[src/rtl/alu_pkg.sv]
// Shared types for the sequential ALU: operation codes, FSM states and
// the helper that tells multi-cycle operations apart from single-cycle ones.
package alu_pkg;

  typedef enum logic [2:0] {
    OP_ADD = 3'b000,
    OP_SUB = 3'b001,
    OP_MUL = 3'b010,
    OP_DIV = 3'b011,
    OP_MOD = 3'b100,
    OP_AND = 3'b101,
    OP_OR  = 3'b110,
    OP_XOR = 3'b111
  } alu_op_t;

  typedef enum logic [1:0] {
    IDLE = 2'd0,
    ITER = 2'd1,
    DONE = 2'd2
  } state_t;

  function automatic logic is_iter(alu_op_t op);
    return (op == OP_MUL) || (op == OP_DIV) || (op == OP_MOD);
  endfunction

endpackage

[src/rtl/alu_seq_exec_unit_if.sv]
// Request/response bundle between the operand front end and the ALU.
// The master side issues operations and consumes results; the slave is the ALU.
interface alu_seq_exec_unit_if #(parameter int N = 4);
  import alu_pkg::*;

  logic           req_valid_i;
  logic           req_ready_o;
  logic [N-1:0]   a_i;
  logic [N-1:0]   b_i;
  alu_op_t        op_i;
  logic           rsp_valid_o;
  logic           rsp_ready_i;
  logic [2*N-1:0] res_o;
  logic           carry_o;
  logic           zero_o;
  logic           div0_o;

  modport master (
    output req_valid_i, a_i, b_i, op_i, rsp_ready_i,
    input  req_ready_o, rsp_valid_o, res_o, carry_o, zero_o, div0_o
  );

  modport slave (
    input  req_valid_i, a_i, b_i, op_i, rsp_ready_i,
    output req_ready_o, rsp_valid_o, res_o, carry_o, zero_o, div0_o
  );

endinterface

[src/rtl/alu_seq_divider.sv]
// Restoring divider datapath: one quotient bit per enabled cycle, MSB first.
// quotient/remainder already include the step taken on the current enable.
module alu_seq_divider #(
  parameter int N = 4
) (
  input  logic         clk,
  input  logic         rst_n,
  input  logic         load,
  input  logic         en,
  input  logic [N-1:0] dividend,
  input  logic [N-1:0] divisor,
  output logic [N-1:0] quotient,
  output logic [N-1:0] remainder
);

  logic [N-1:0] quo_q;
  logic [N-1:0] rem_q;
  logic [N-1:0] div_q;
  logic [N:0]   shifted;
  logic [N:0]   diff;

  // Bit N of the trial difference is the borrow that decides whether to restore.
  always_comb begin
    shifted   = {rem_q, quo_q[N-1]};
    diff      = shifted - {1'b0, div_q};
    quotient  = quo_q;
    remainder = rem_q;
    if (en) begin
      if (!diff[N]) begin
        remainder = diff[N-1:0];
        quotient  = {quo_q[N-2:0], 1'b1};
      end else begin
        remainder = shifted[N-1:0];
        quotient  = {quo_q[N-2:0], 1'b0};
      end
    end
  end

  always_ff @(posedge clk or negedge rst_n) begin
    if (!rst_n) begin
      quo_q <= '0;
      rem_q <= '0;
      div_q <= '0;
    end else if (load) begin
      quo_q <= dividend;
      rem_q <= '0;
      div_q <= divisor;
    end else if (en) begin
      quo_q <= quotient;
      rem_q <= remainder;
    end
  end

endmodule

[src/rtl/alu_seq_exec_unit.sv]
// Sequential ALU responder: single-cycle logic/add/sub, iterative MUL/DIV/MOD,
// one outstanding request with valid/ready handshakes on both sides.
module alu_seq_exec_unit
  import alu_pkg::*;
#(
  parameter int N = 4
) (
  input  logic               clk,
  input  logic               rst_n,
  alu_seq_exec_unit_if.slave bus
);

  localparam int CW = $clog2(N);

  state_t         state;
  state_t         state_next;
  logic           accept;
  logic           step;
  logic           finish;
  logic           go_iter;
  logic [CW-1:0]  cnt;
  alu_op_t        op_q;
  logic [N-1:0]   a_q;
  logic [2*N-1:0] prod;
  logic [2*N-1:0] prod_step;
  logic [N:0]     mul_sum;
  logic [2*N-1:0] res_q;
  logic           carry_q;
  logic           zero_q;
  logic           div0_q;
  logic [2*N-1:0] res_fast;
  logic           carry_fast;
  logic           div0_fast;
  logic [N:0]     sum_ext;
  logic [2*N-1:0] res_iter;
  logic [N-1:0]   quotient;
  logic [N-1:0]   remainder;

  assign bus.req_ready_o = (state == IDLE);
  assign bus.rsp_valid_o = (state == DONE);
  assign bus.res_o       = res_q;
  assign bus.carry_o     = carry_q;
  assign bus.zero_o      = zero_q;
  assign bus.div0_o      = div0_q;

  // Division by zero has a fixed answer, so it bypasses the iteration entirely.
  assign go_iter = is_iter(bus.op_i) &&
                   !(((bus.op_i == OP_DIV) || (bus.op_i == OP_MOD)) && (bus.b_i == '0));

  always_comb begin
    res_fast   = '0;
    carry_fast = 1'b0;
    div0_fast  = 1'b0;
    sum_ext    = '0;
    case (bus.op_i)
      OP_ADD: begin
        sum_ext    = {1'b0, bus.a_i} + {1'b0, bus.b_i};
        res_fast   = {{N{1'b0}}, sum_ext[N-1:0]};
        carry_fast = sum_ext[N];
      end
      OP_SUB: begin
        sum_ext    = {1'b0, bus.a_i} - {1'b0, bus.b_i};
        res_fast   = {{N{1'b0}}, sum_ext[N-1:0]};
        carry_fast = sum_ext[N];
      end
      OP_DIV: begin
        res_fast  = {{N{1'b0}}, {N{1'b1}}};
        div0_fast = 1'b1;
      end
      OP_MOD: begin
        res_fast  = {{N{1'b0}}, bus.a_i};
        div0_fast = 1'b1;
      end
      OP_AND:  res_fast = {{N{1'b0}}, bus.a_i & bus.b_i};
      OP_OR:   res_fast = {{N{1'b0}}, bus.a_i | bus.b_i};
      OP_XOR:  res_fast = {{N{1'b0}}, bus.a_i ^ bus.b_i};
      default: res_fast = '0;
    endcase
  end

  // Shift-add multiply: the multiplier sits in the low half and shifts out LSB first.
  always_comb begin
    mul_sum   = {1'b0, prod[2*N-1:N]} + (prod[0] ? {1'b0, a_q} : '0);
    prod_step = {mul_sum, prod[N-1:1]};
    if (op_q == OP_DIV)
      res_iter = {{N{1'b0}}, quotient};
    else if (op_q == OP_MOD)
      res_iter = {{N{1'b0}}, remainder};
    else
      res_iter = prod_step;
  end

  alu_seq_divider #(.N(N)) u_divider (
    .clk       (clk),
    .rst_n     (rst_n),
    .load      (accept),
    .en        (step),
    .dividend  (bus.a_i),
    .divisor   (bus.b_i),
    .quotient  (quotient),
    .remainder (remainder)
  );

  always_ff @(posedge clk or negedge rst_n) begin
    if (!rst_n) state <= IDLE;
    else        state <= state_next;
  end

  always_comb begin
    state_next = state;
    accept     = 1'b0;
    step       = 1'b0;
    finish     = 1'b0;
    case (state)
      IDLE: begin
        if (bus.req_valid_i) begin
          accept     = 1'b1;
          state_next = go_iter ? ITER : DONE;
        end
      end
      ITER: begin
        step = 1'b1;
        if (cnt == '0) begin
          finish     = 1'b1;
          state_next = DONE;
        end
      end
      DONE: begin
        if (bus.rsp_ready_i) state_next = IDLE;
      end
      default: state_next = IDLE;
    endcase
  end

  // Result registers change only on a direct accept or on the final iteration step.
  always_ff @(posedge clk or negedge rst_n) begin
    if (!rst_n) begin
      cnt     <= '0;
      op_q    <= OP_ADD;
      a_q     <= '0;
      prod    <= '0;
      res_q   <= '0;
      carry_q <= 1'b0;
      zero_q  <= 1'b0;
      div0_q  <= 1'b0;
    end else if (accept) begin
      op_q <= bus.op_i;
      a_q  <= bus.a_i;
      prod <= {{N{1'b0}}, bus.b_i};
      cnt  <= CW'(N - 1);
      if (!go_iter) begin
        res_q   <= res_fast;
        carry_q <= carry_fast;
        div0_q  <= div0_fast;
        zero_q  <= (res_fast == '0);
      end
    end else if (step) begin
      prod <= prod_step;
      if (cnt != '0) cnt <= cnt - CW'(1);
      if (finish) begin
        res_q   <= res_iter;
        carry_q <= 1'b0;
        div0_q  <= 1'b0;
        zero_q  <= (res_iter == '0);
      end
    end
  end

endmodule

[src/flat_wrapper.sv]
// flat-port wrapper written by rule: the top's interface ports become plain ports
module alu_seq_exec_unit_flat import alu_pkg::*;
#(
  parameter int N = 4
)
  (clk, rst_n, bus_req_valid_i, bus_a_i, bus_b_i, bus_op_i, bus_rsp_ready_i, bus_req_ready_o, bus_rsp_valid_o, bus_res_o, bus_carry_o, bus_zero_o, bus_div0_o);
  alu_seq_exec_unit_if #(.N(N)) bus_i ();
  input  logic clk;
  input  logic rst_n;
  input wire logic [$bits(bus_i.req_valid_i)-1:0] bus_req_valid_i;
  input wire logic [$bits(bus_i.a_i)-1:0] bus_a_i;
  input wire logic [$bits(bus_i.b_i)-1:0] bus_b_i;
  input wire logic [$bits(bus_i.op_i)-1:0] bus_op_i;
  input wire logic [$bits(bus_i.rsp_ready_i)-1:0] bus_rsp_ready_i;
  output wire logic [$bits(bus_i.req_ready_o)-1:0] bus_req_ready_o;
  output wire logic [$bits(bus_i.rsp_valid_o)-1:0] bus_rsp_valid_o;
  output wire logic [$bits(bus_i.res_o)-1:0] bus_res_o;
  output wire logic [$bits(bus_i.carry_o)-1:0] bus_carry_o;
  output wire logic [$bits(bus_i.zero_o)-1:0] bus_zero_o;
  output wire logic [$bits(bus_i.div0_o)-1:0] bus_div0_o;
  assign bus_i.req_valid_i = bus_req_valid_i;
  assign bus_i.a_i = bus_a_i;
  assign bus_i.b_i = bus_b_i;
  assign bus_i.op_i = bus_op_i;
  assign bus_i.rsp_ready_i = bus_rsp_ready_i;
  assign bus_req_ready_o = bus_i.req_ready_o;
  assign bus_rsp_valid_o = bus_i.rsp_valid_o;
  assign bus_res_o = bus_i.res_o;
  assign bus_carry_o = bus_i.carry_o;
  assign bus_zero_o = bus_i.zero_o;
  assign bus_div0_o = bus_i.div0_o;
  alu_seq_exec_unit #(.N(N)) u_core (.clk(clk), .rst_n(rst_n), .bus(bus_i));
endmodule
[config.mk]
export PLATFORM = sky130hd
export DESIGN_NAME = alu_seq_exec_unit_flat
export DESIGN_NICKNAME = d
export VERILOG_FILES = /design/src/rtl/alu_pkg.sv /design/src/rtl/alu_seq_exec_unit_if.sv /design/src/rtl/alu_seq_divider.sv /design/src/rtl/alu_seq_exec_unit.sv /design/src/flat_wrapper.sv
export SDC_FILE = /design/constraint.sdc
export NUM_CORES = 1
export LEC_CHECK = 0
export ABC_AREA = 1
export BUFFER_PORTS_ARGS = -buffer_cell sky130_fd_sc_hd__buf_2
export CAP_MARGIN = 20
export CORE_ASPECT_RATIO = 1.1
export CORE_MARGIN = 5
export CORE_UTILIZATION = 25
export CTS_CLUSTER_SIZE = 40
export DETAILED_ROUTE_END_ITERATION = 6
export GPL_TIMING_DRIVEN = 0
export PLACE_DENSITY = 0.49
export SETUP_SLACK_MARGIN = 0.15
export SYNTH_ARGS = -nofsm -noshare
export SYNTH_HDL_FRONTEND = slang
export SYNTH_SLANG_ARGS = --single-unit
[constraint.sdc]
create_clock -name clk -period 4.75 [get_ports clk]
set_clock_uncertainty 0.1 [all_clocks]
set_input_delay 0.95 -clock clk [delete_from_list [all_inputs] [get_ports clk]]
set_output_delay 0.95 -clock clk [all_outputs]
set_load 0.03 [all_outputs]
Word level (Yosys, flattened, before mapping)
Index checks and enable logic that the tools add are counted.
{"block": "classes", "eq_ne": 15, "mux": 43, "bitwise_logic": 3, "n_addsub": 5, "reduce_logical": 20}
{"cell": "$mux W8", "count": 8}
{"cell": "$mux W4", "count": 8}
{"cell": "$pmux W4 S7", "count": 1}
{"cell": "$mux W1", "count": 17}
{"cell": "$logic_not A8 Y1", "count": 2}
{"cell": "$eq A3 B3 Y1 const B", "count": 5}
{"cell": "$mux W2", "count": 7}
{"cell": "$eq A3 B2 Y1 const B", "count": 3}
{"cell": "$reduce_bool A2 Y1", "count": 4}
{"cell": "$ne A2 B2 Y1 const B", "count": 3}
{"cell": "$pmux W2 S3", "count": 1}
{"cell": "$reduce_and A3 Y1", "count": 2}
{"cell": "$add A4 B4 Y5", "count": 1}
{"cell": "$add A4 B5 Y5", "count": 1}
{"cell": "$sub A4 B4 Y5", "count": 1}
{"cell": "$sub A5 B4 Y5", "count": 1}
{"cell": "$and A4 B4 Y4", "count": 1}
{"cell": "$logic_not A2 Y1", "count": 2}
{"cell": "$logic_not A4 Y1", "count": 1}
{"cell": "$or A4 B4 Y4", "count": 1}
{"cell": "$xor A4 B4 Y4", "count": 1}
{"cell": "$eq A3 B1 Y1 const B", "count": 1}
{"cell": "$logic_not A3 Y1", "count": 1}
{"cell": "$logic_or A1 B1 Y1", "count": 3}
{"cell": "9 further kinds", "count": 10}
{"block": "totals", "out_inout_bits": 13, "register_bits": 42}

Logic depth before layout (Yosys ltp)
Gate-level depths: netlist of the first run.
{"block": "depth", "word_depth": 9, "ltp_mapped": 17}

Cells and area by module
From an unflattened synthesis of the first run, not the netlist that was laid out.
{"block": "hier_totals", "cells_unflattened": 405, "area_unflattened_um2": 2947.8}
{"module": "alu_seq_exec_unit", "n_inst": 1, "area_each_um2": 2194.6, "seq_area_each_um2": 750.7, "cells_per_inst": 302}
{"module": "alu_seq_divider", "n_inst": 1, "area_each_um2": 753.2, "seq_area_each_um2": 300.3, "cells_per_inst": 103}

Least setup slack after synthesis of the first run
OpenSTA, ideal clock, no wires.
{"block": "synth_timing", "path_type": "input-to-reg", "start": "input port bus_a_i[0]", "end": "register u_core.zero_q (netlist: u_core.bus.zero_o)", "path_stages": 13, "path_buffers": 0, "arrival_time_ps": 2328, "setup_slack_ps": 2245, "required_time_ps": 4573, "cell_sequence": "inv_1 ha_1 fa_1 nor2_1 nand3b_1 nand2_1 nor2_1 nand2_1 nor2_1 nand2_1 nor2_1 nor2_1 a21oi_1"}
{"block": "synth_via", "elab_chain_len": 5}
{"element": "start: declaration", "line": "flat_wrapper.sv:11", "rtl": "input wire logic [$bits(bus_i.a_i)-1:0] bus_a_i;"}
{"element": "$sub A4 B4 Y5, or another cell as far along", "line": "alu_seq_exec_unit.sv:62", "rtl": "sum_ext = {1'b0, bus.a_i} - {1'b0, bus.b_i};"}
{"element": "$pmux W4 S7 *", "line": "alu_seq_exec_unit.sv:55", "rtl": "case (bus.op_i)"}
{"element": "$logic_not A8 Y1 *", "line": "alu_seq_exec_unit.sv:155", "rtl": "zero_q <= (res_fast == '0);"}
{"element": "$mux W1 *", "line": "alu_seq_exec_unit.sv:151", "rtl": "if (!go_iter) begin"}
{"element": "$mux W1 *", "line": "alu_seq_exec_unit.sv:146", "rtl": "end else if (accept) begin"}
{"element": "end signal: assignment", "line": "alu_seq_exec_unit.sv:155"}
{"element": "end signal: assignment", "line": "alu_seq_exec_unit.sv:164", "rtl": "zero_q <= (res_iter == '0);"}
{"element": "end: declaration", "line": "alu_seq_exec_unit.sv:29", "rtl": "logic zero_q;"}
Every way passes the cells marked *; elsewhere a longest branch is shown, timed or not. The select of a mux whose other input is x is not followed.
A chain may end at the register's enable or synchronous reset.

Final worst setup path of the first run
Same ends and word-level chain as after synthesis.

==> results of run 1 <==
[final timing paths]
| path | from | endpoint | depth (start not counted) | slack [ns] |
|---|---|---|---|---|
| max in group asynchronous | rst_n | u_core.op_q[2] | 2 | 3.74 |
| min | rst_n | u_core.bus.res_o[6] | 1 | 0.37 |
| min in group clk | u_core.bus.res_o[1] | u_core.bus.res_o[1] | 1 | 0.39 |
| min reg2reg | u_core.bus.res_o[1] | u_core.bus.res_o[1] | 1 | 0.39 |
| max reg2reg | u_core.u_divider.quo_q[3] | u_core.bus.res_o[1] | 14 | 2.30 |
| max | bus_a_i[0] | u_core.bus.zero_o | 14 | 2.21 |
[cell families (layout without fill, tap and decap cells)]
family,after synthesis,in the layout,synth area share
AO/OA/AOI/OAI,69,69,0.138
XOR/XNOR,5,5,0.0154
adder cells (fa/ha/maj),25,25,0.121
AND/OR/NAND/NOR,166,166,0.257
buffers and inverters,72,108,0.0999
flip-flops,42,42,0.370
[report_power, final]
| group | leakage (nW) | switching [mW] | internal [mW] |
|---|---|---|---|
| Combinational | 1.17 | 0.707 | 0.358 |
| Sequential | 0.530 | 0.0905 | 0.505 |
| Clock | 0.0940 | 0.146 | 0.302 |
| Total | 1.79 | 0.944 | 1.17 |
[per-layer routing]
layer,global-route usage,up-vias
met5,0,-
met4,0.0342,0
met3,0.0159,8
li1,-,1298
met1,0.140,1184
met2,0.207,35
[worst register-to-register path: stages (launching register included)]
cell	delay (ns)
dfrtp_1	0.40
inv_1	0.09
ha_1	0.16
inv_1	0.07
fa_1	0.42
nand3_1	0.14
nand3_2	0.13
nand2_2	0.14
nand2_1	0.07
nand3_1	0.10
nand2_1	0.08
nand2_1	0.06
nand2_1	0.08
o21ai_0	0.21
o21a_1	0.15
[flip-flops by register name (all words and copies together) (netlist names), 3 cells and up]
| register | flops |
|---|---|
| u_core.a_q | 4 |
| u_core.bus.res_o | 8 |
| u_core.op_q | 3 |
| u_core.prod | 8 |
| u_core.u_divider.div_q | 4 |
| u_core.u_divider.quo_q | 4 |
| u_core.u_divider.rem_q | 4 |
[final cells by class]
class,count,area [um2]
fill,1243,7630
multi-input combinational,265,1510
sequential,42,1050
inverter,65,244
tap,147,184
timing repair buffer,28,155
clock buffer,5,125
clock inverter,3,68.8
buffer,7,40.0
[metrics by stage]
step | instance area [um2] | utilization
2_1_floorplan | 2840 | -
3_3_place_gp | 3160 | 0.287
3_5_place_dp | 3160 | 0.287
4_1_cts | 3360 | 0.305
5_1_grt | 3380 | 0.307
6_report | 3380 | 0.307
[placed cells by master, fill, tap and decap left out, drive strengths merged, types with 2 or more instances in the layout]
cell type and instances:
xor2 5, inv 65, buf 32, nand2 94, fa 4, dfrtp 42, nand3 32, nor3 5
nor2 31, bufinv 2, o21ai 36, o22ai 7, ha 21, a21oi 14, clkbuf 8, o221ai 3
o211ai 3
==> out/qor.csv, run 1 <==
stage;metric;value;unit
run_status;status;finished clean;
drt;wl_met2;3.73;mm
yosys;synth_edf_count;0;
sta;rsz0062_at_grt;no;
critical_path;crit_path_start_kind;input port;
critical_path;cp_top_family;simple AND/OR/NAND/NOR gates;
grt;overflow;0;
yosys;synth_top_area_share;0.370;
place;gp_congestion;0.859;
final_layout;area_growth;18.7;%
critical_path;crit_path_max_fanout;4;
sta;fin_tns_setup;0;ns
sta;clock.fmax;0.394;GHz
yosys;synth.most_common_cell;nand2_1;
final_layout;antenna_cells;0;
clock_tree;cts_tree;built;
grt;grt_pass1_wl;12.4;mm
clock_tree;path_clk_slew;0.06;ns
pwr;power-per-cell-area;625;mW/mm2
yosys;synth_area_leaders;dfrtp_1 37%, nand2_1 12%, ha_1 9.2%, inv_1 7.7%, o21ai_0 5.1%;
drt;routed_wl;7.37;mm
drt;wl_met1;3.36;mm
critical_path;critPathMostFrequentCell;nor2_1;
critical_path;path_cells;buf_2 -> inv_1 -> ha_1 -> fa_1 -> nor2_1 -> nand3b_1 -> nand2_1 -> nor2_1 -> nand2_1 -> nor2_1 -> nand2_1 -> nor2_1 -> nor2_1 -> a21oi_1;
die;coreArea;0.0110;mm2
clock_tree;clock_latency;0.28;ns
clock_tree;cts_made_buffers;5;
drt;wl_per_cell;13.1;um
clock_tree;htree_levels;2;
grt;grt_max_degree;43;
yosys;synthArstFlopShare;1.00;
place;io_buffers;27;
grt;grtUsageTotal;0.114;
yosys;yosysTopAreaCell;dfrtp_1;
place;placed_cells;553;
yosys;synthTopCellsByCount;91 x nand2_1, 58 x inv_1, 42 x dfrtp_1, 29 x nor2_1, 29 x o21ai_0;
pwr;p_leak;1.79;nW
die;die_width;112;um
critical_path;path_class;input port to register;
critical_path;crit_slowest_cell;fa_1;
yosys;syn-instance-count;379;
clock_tree;ctsHoldBuffers;0;
clock_tree;cts_root_buf;clkbuf_16;
yosys;synth_cell_types;35;
drt;vias;2525;
drt;routed_via_density;4.49;
sta;worst_slack;2.21;ns
min_path;hold_path_class;input port to asynchronous set/reset pin;
sta;setup_violations;0;
clock_tree;cts_setup_buffers;0;
yosys;syn-cell-area;0.00284;mm2
final_layout;drive_gt1_frac;0.140;
drt;first_iter_violations;136;
pwr;ir_drop;0.176;mV
drt;wl_met3;160;um
sta;drv_slew;0;
place;hpwl;5.96;mm
die;row_count;40;
yosys;synth_nets;419;
sta;holdWs;0.375;ns
yosys;postSynthAreaPerCell;7.50;um2
critical_path;cp.arrival;2.65;ns
sta;worstMarginPinSlew;0.503;ns
flow_run;drv_cap;0;
sta;relSlewSlack;0.665;
critical_path;end_kind;register;
yosys;ys_ff_latch;42;
critical_path;worstPathRequired;4.86;ns
critical_path;critPathMaxStageDelay;0.39;ns
grt;grt_pass1_vias;2544;
yosys;synthFlopType;dfrtp_1;
yosys;yosysWarnings;0;
drt;drc;0;
die;io_pins;28;
sta;finalHoldViolations;0;
clock_tree;cts_max_path_buffers;2;
place;pre_cts_slack;1.92;ns
clock_tree;cts_resized;0;
drt;ant_nets;0;
die;die_height;122;um
clock_tree;cts.sinks;42;
die;die-area;0.0136;mm2
sta;min_period;2.54;ns
sta;period_share;0.535;
yosys;ys_seq_area_frac;0.370;
final_layout;stdcell_count;562;
drt;firstDrtPassIters;4;
pwr;p_total;2.11;mW
final_layout;layout.nets;454;
die;initial_utilization;0.258;
critical_path;critical_path_buf_inv_count;2;
drt;top_layer;met4;
grt;antenna_found_initial;0;
No activity file was read; power rests on OpenSTA's default activity.
==> run 2: changes to the inputs <==
--- a/config.mk
+++ b/config.mk
@@ -5,7 +5,7 @@
 export SDC_FILE = /design/constraint.sdc
 export NUM_CORES = 1
 export LEC_CHECK = 0
-export ABC_AREA = 1
+export ABC_AREA = 0
 export BUFFER_PORTS_ARGS = -buffer_cell sky130_fd_sc_hd__buf_2
 export CAP_MARGIN = 20
 export CORE_ASPECT_RATIO = 1.1
==> constraint.sdc (replaced) <==
create_clock -name clk -period 2.5 [get_ports clk]
set_clock_uncertainty 0.1 [all_clocks]
set_input_delay 0.5 -clock clk [delete_from_list [all_inputs] [get_ports clk]]
set_output_delay 0.5 -clock clk [all_outputs]
set_load 0.03 [all_outputs]
==> out/qor.csv, run 2 <==
stage;metric;value;unit;change
clock_tree;htree_levels;2;;unchanged
die;io_pins;28;;unchanged
drt;vias;2729;;+8.1%
final_layout;final_common_cell;nand2_1;;
min_path;min_to;u_core.state[1];;
drt;first_iter_violations;213;;+57%
yosys;synthTopCellsByCount;49 x nand2_1, 42 x dfrtp_1, 35 x o21ai_0, 23 x inv_1, 21 x ha_1;;
min_path;hold_path_class;input port to register;;
drt;routed_via_density;5.01;;+11%
pwr;power-per-cell-area;1330;mW/mm2;+110%
grt;overflow;0;;unchanged
die;row_count;41;;+2.5%
yosys;syn-cell-area;0.00293;mm2;+3.0%
clock_tree;cts_root_buf;clkbuf_16;;
yosys;synth_area_leaders;dfrtp_1 36%, ha_1 9.0%, nand2_1 6.3%, o21ai_0 6.0%, inv_1 2.9%;;
pwr;p_leak;1.75;nW;-2.2%
drt;firstDrtPassIters;5;;+1
final_layout;stdcell_count;545;;-3.0%
yosys;synth_mux_area_frac;0.0350;;+0.0350
yosys;synthAdderAreaFrac;0.117;;-0.00350
critical_path;worstPathRequired;2.59;ns;-2.27 ns
run_status;status;finished, violations left;;
yosys;synth-simple-area-share;0.184;;-0.0732
sta;drv_slew;0;;unchanged
sta;setup_violations;5;;+5
final_layout;utilization;0.324;;+0.0174
grt;grtUsageTotal;0.130;;+0.0158
place;io_buffers;25;;-7.4%
die;initial_utilization;0.255;;-0.00340
yosys;synth_edf_count;0;;unchanged
place;pre_cts_slack;-0.406;ns;-2.33 ns
clock_tree;cts_tree;built;;
grt;antenna_found_initial;0;;unchanged
sta;min_period;2.73;ns;
critical_path;cp.arrival;2.81;ns;+0.16 ns
yosys;synthArstFlopShare;1.00;;unchanged
yosys;synth.most_common_cell;nand2_1;;
pwr;ir_drop;0.417;mV;+140%
critical_path;path_class;register to register;;
yosys;postSynthAreaPerCell;8.69;um2;+16%
min_path;holdPathStages;2;;
sta;clock.fmax;0.367;GHz;
yosys;synth_nets;377;;-10%
yosys;syn-instance-count;337;;-11%
flow_run;drv_cap;0;;unchanged
critical_path;r2r_slack;-0.23;ns;-2.53 ns
place;placed_cells;512;;-7.4%
drt;ant_nets;0;;unchanged
sta;worst_slack;-0.228;ns;-2.44 ns
die;die-area;0.0140;mm2;+2.7%
yosys;yosysTopAreaCell;dfrtp_1;;
clock_tree;cts_made_buffers;5;;unchanged
critical_path;crit_path_start_kind;register;;
place;hpwl;6.26;mm;+5.0%
die;coreArea;0.0115;mm2;+4.4%
final_layout;layout.nets;434;;-4.4%
run_status;violations;negative setup slack;;
grt;grt_pass1_wl;14.4;mm;+16%
critical_path;crit_path_max_fanout;2;;-2
die;die_width;113;um;+1.4%
yosys;ys_seq_area_frac;0.359;;-0.0107
drt;routed_wl;8.67;mm;+18%
critical_path;r2r-start;u_core.u_divider.quo_q[3];;
sta;period_share;1.09;;
die;die_height;124;um;+1.4%
grt;grt_max_degree;43;;unchanged
yosys;ys_ff_latch;42;;unchanged
yosys;synth_xor_area_frac;0.0265;;+0.0111
place;placed_cell_area;0.00325;mm2;+2.8%
place;gp_congestion;0.843;;-1.9%
min_path;min-delay-start;bus_rsp_ready_i;;
yosys;yosysWarnings;0;;unchanged
drt;drc;0;;unchanged
yosys;synth_top_family_by_area;compound AO/OA/AOI/OAI gates;;
drt;wl_per_cell;15.9;um;+21%
final_layout;drive_gt1_frac;0.203;;+0.0628
sta;rsz0062_at_grt;yes;;
final_layout;antenna_cells;0;;unchanged
sta;relSlewSlack;0.624;;-0.0407
clock_tree;path_clk_slew;0.07;ns;about the same
clock_tree;cts_max_path_buffers;2;;unchanged
sta;finalHoldViolations;0;;unchanged
yosys;synth_top_area_share;0.359;;-0.0107
sta;fin_tns_setup;-0.587;ns;-0.587 ns
critical_path;end_kind;register;;
final_layout;postLayoutCellArea;0.00372;mm2;+10%
critical_path;r2r_cells;19;;+5
yosys;synthFlopType;dfrtp_1;;
sta;holdWs;0.297;ns;-0.0775 ns
final_layout;final_cell_mix;49 x nand2_1, 42 x dfrtp_1, 30 x buf_2;;
clock_tree;cts.sinks;42;;unchanged
critical_path;r2r-end;u_core.bus.zero_o;;
clock_tree;clock_latency;0.29;ns;about the same
grt;grt_pass1_vias;2825;;+11%
sta;worstMarginPinSlew;0.564;ns;+0.0611 ns
pwr;p_total;4.96;mW;+140%
yosys;synth_cell_types;55;;+57%
yosys;synth_compound_area_frac;0.226;;+0.0878
final_layout;area_growth;27.2;%;
-- run 2: worst max path at each step --
stage	start	slack (ns)	depth (start not counted)	to
2_1_floorplan	u_core.u_divider.quo_q[3]	-0.1	11	u_core.bus.zero_o
3_3_place_gp	u_core.u_divider.quo_q[3]	-0.41	10	u_core.bus.zero_o
3_5_place_dp	u_core.u_divider.quo_q[3]	-0.41	10	u_core.bus.zero_o
4_1_cts	u_core.u_divider.quo_q[3]	-0.23	11	u_core.bus.zero_o
5_1_grt	u_core.u_divider.quo_q[3]	-0.30	12	u_core.bus.res_o[1]
6_report	u_core.u_divider.quo_q[3]	-0.23	19	u_core.bus.zero_o
-- run 2: layer usage --
layer	global-route usage	vias to the layer above	wire, um
met4	0.0631	0	308
met5	0	-	0
met3	0.0201	26	434
met1	0.164	1297	3880
li1	-	1305	-
met2	0.217	101	4050
-- run 2: kinds of logic (layout without fill, tap and decap cells) --
family | after synthesis | count (layout)
buffers and inverters | 40 | 98
and+or+nand+nor | 114 | 114
AOI/OAI and AO/OA | 99 | 99
xor gates and xnor gates | 8 | 8
adders and majority gates | 25 | 25
muxes | 9 | 9
DFF | 42 | 42
-- run 2: cell type report --
| class | instances | area, um2 |
|---|---|---|
| timing repair buffer | 50 | 392 |
| multi-input combinational | 255 | 1790 |
| tap | 150 | 188 |
| buffer | 17 | 71.3 |
| fill | 1230 | 7770 |
| clock inverter | 1 | 8.76 |
| inverter | 23 | 86.3 |
| sequential | 42 | 1050 |
| clock buffer | 7 | 143 |
-- run 2: repair_timing --
action,4_1_cts,5_1_grt
setup endpoints to repair,12,19
resized for setup,33,6
buffers inserted,19,4
hold buffers,0,1
pin swaps,12,5
cloned,0,0
endpoints found under the hold margin,0,3
-- run 2: report_power, final --
group	switching, mW	leakage (nW)	internal (mW)	total [mW]
registers	0.221	0.535	0.952	1.17
logic	1.74	1.14	1.38	3.11
clock network	0.274	0.0745	0.402	0.676
-- run 2: worst max-delay path: stages, from the launching register on --
cell     delay, ns
dfrtp_1       0.42
inv_2         0.11
buf_6         0.10
buf_6         0.08
buf_6         0.08
buf_6         0.08
buf_6         0.08
buf_6         0.08
buf_6         0.08
buf_6         0.08
buf_6         0.08
buf_6         0.08
buf_6         0.08
buf_6         0.08
buf_6         0.08
buf_6         0.08
o21ai_2       0.05
a221o_1       0.35
a211o_1       0.25
o41ai_2       0.19
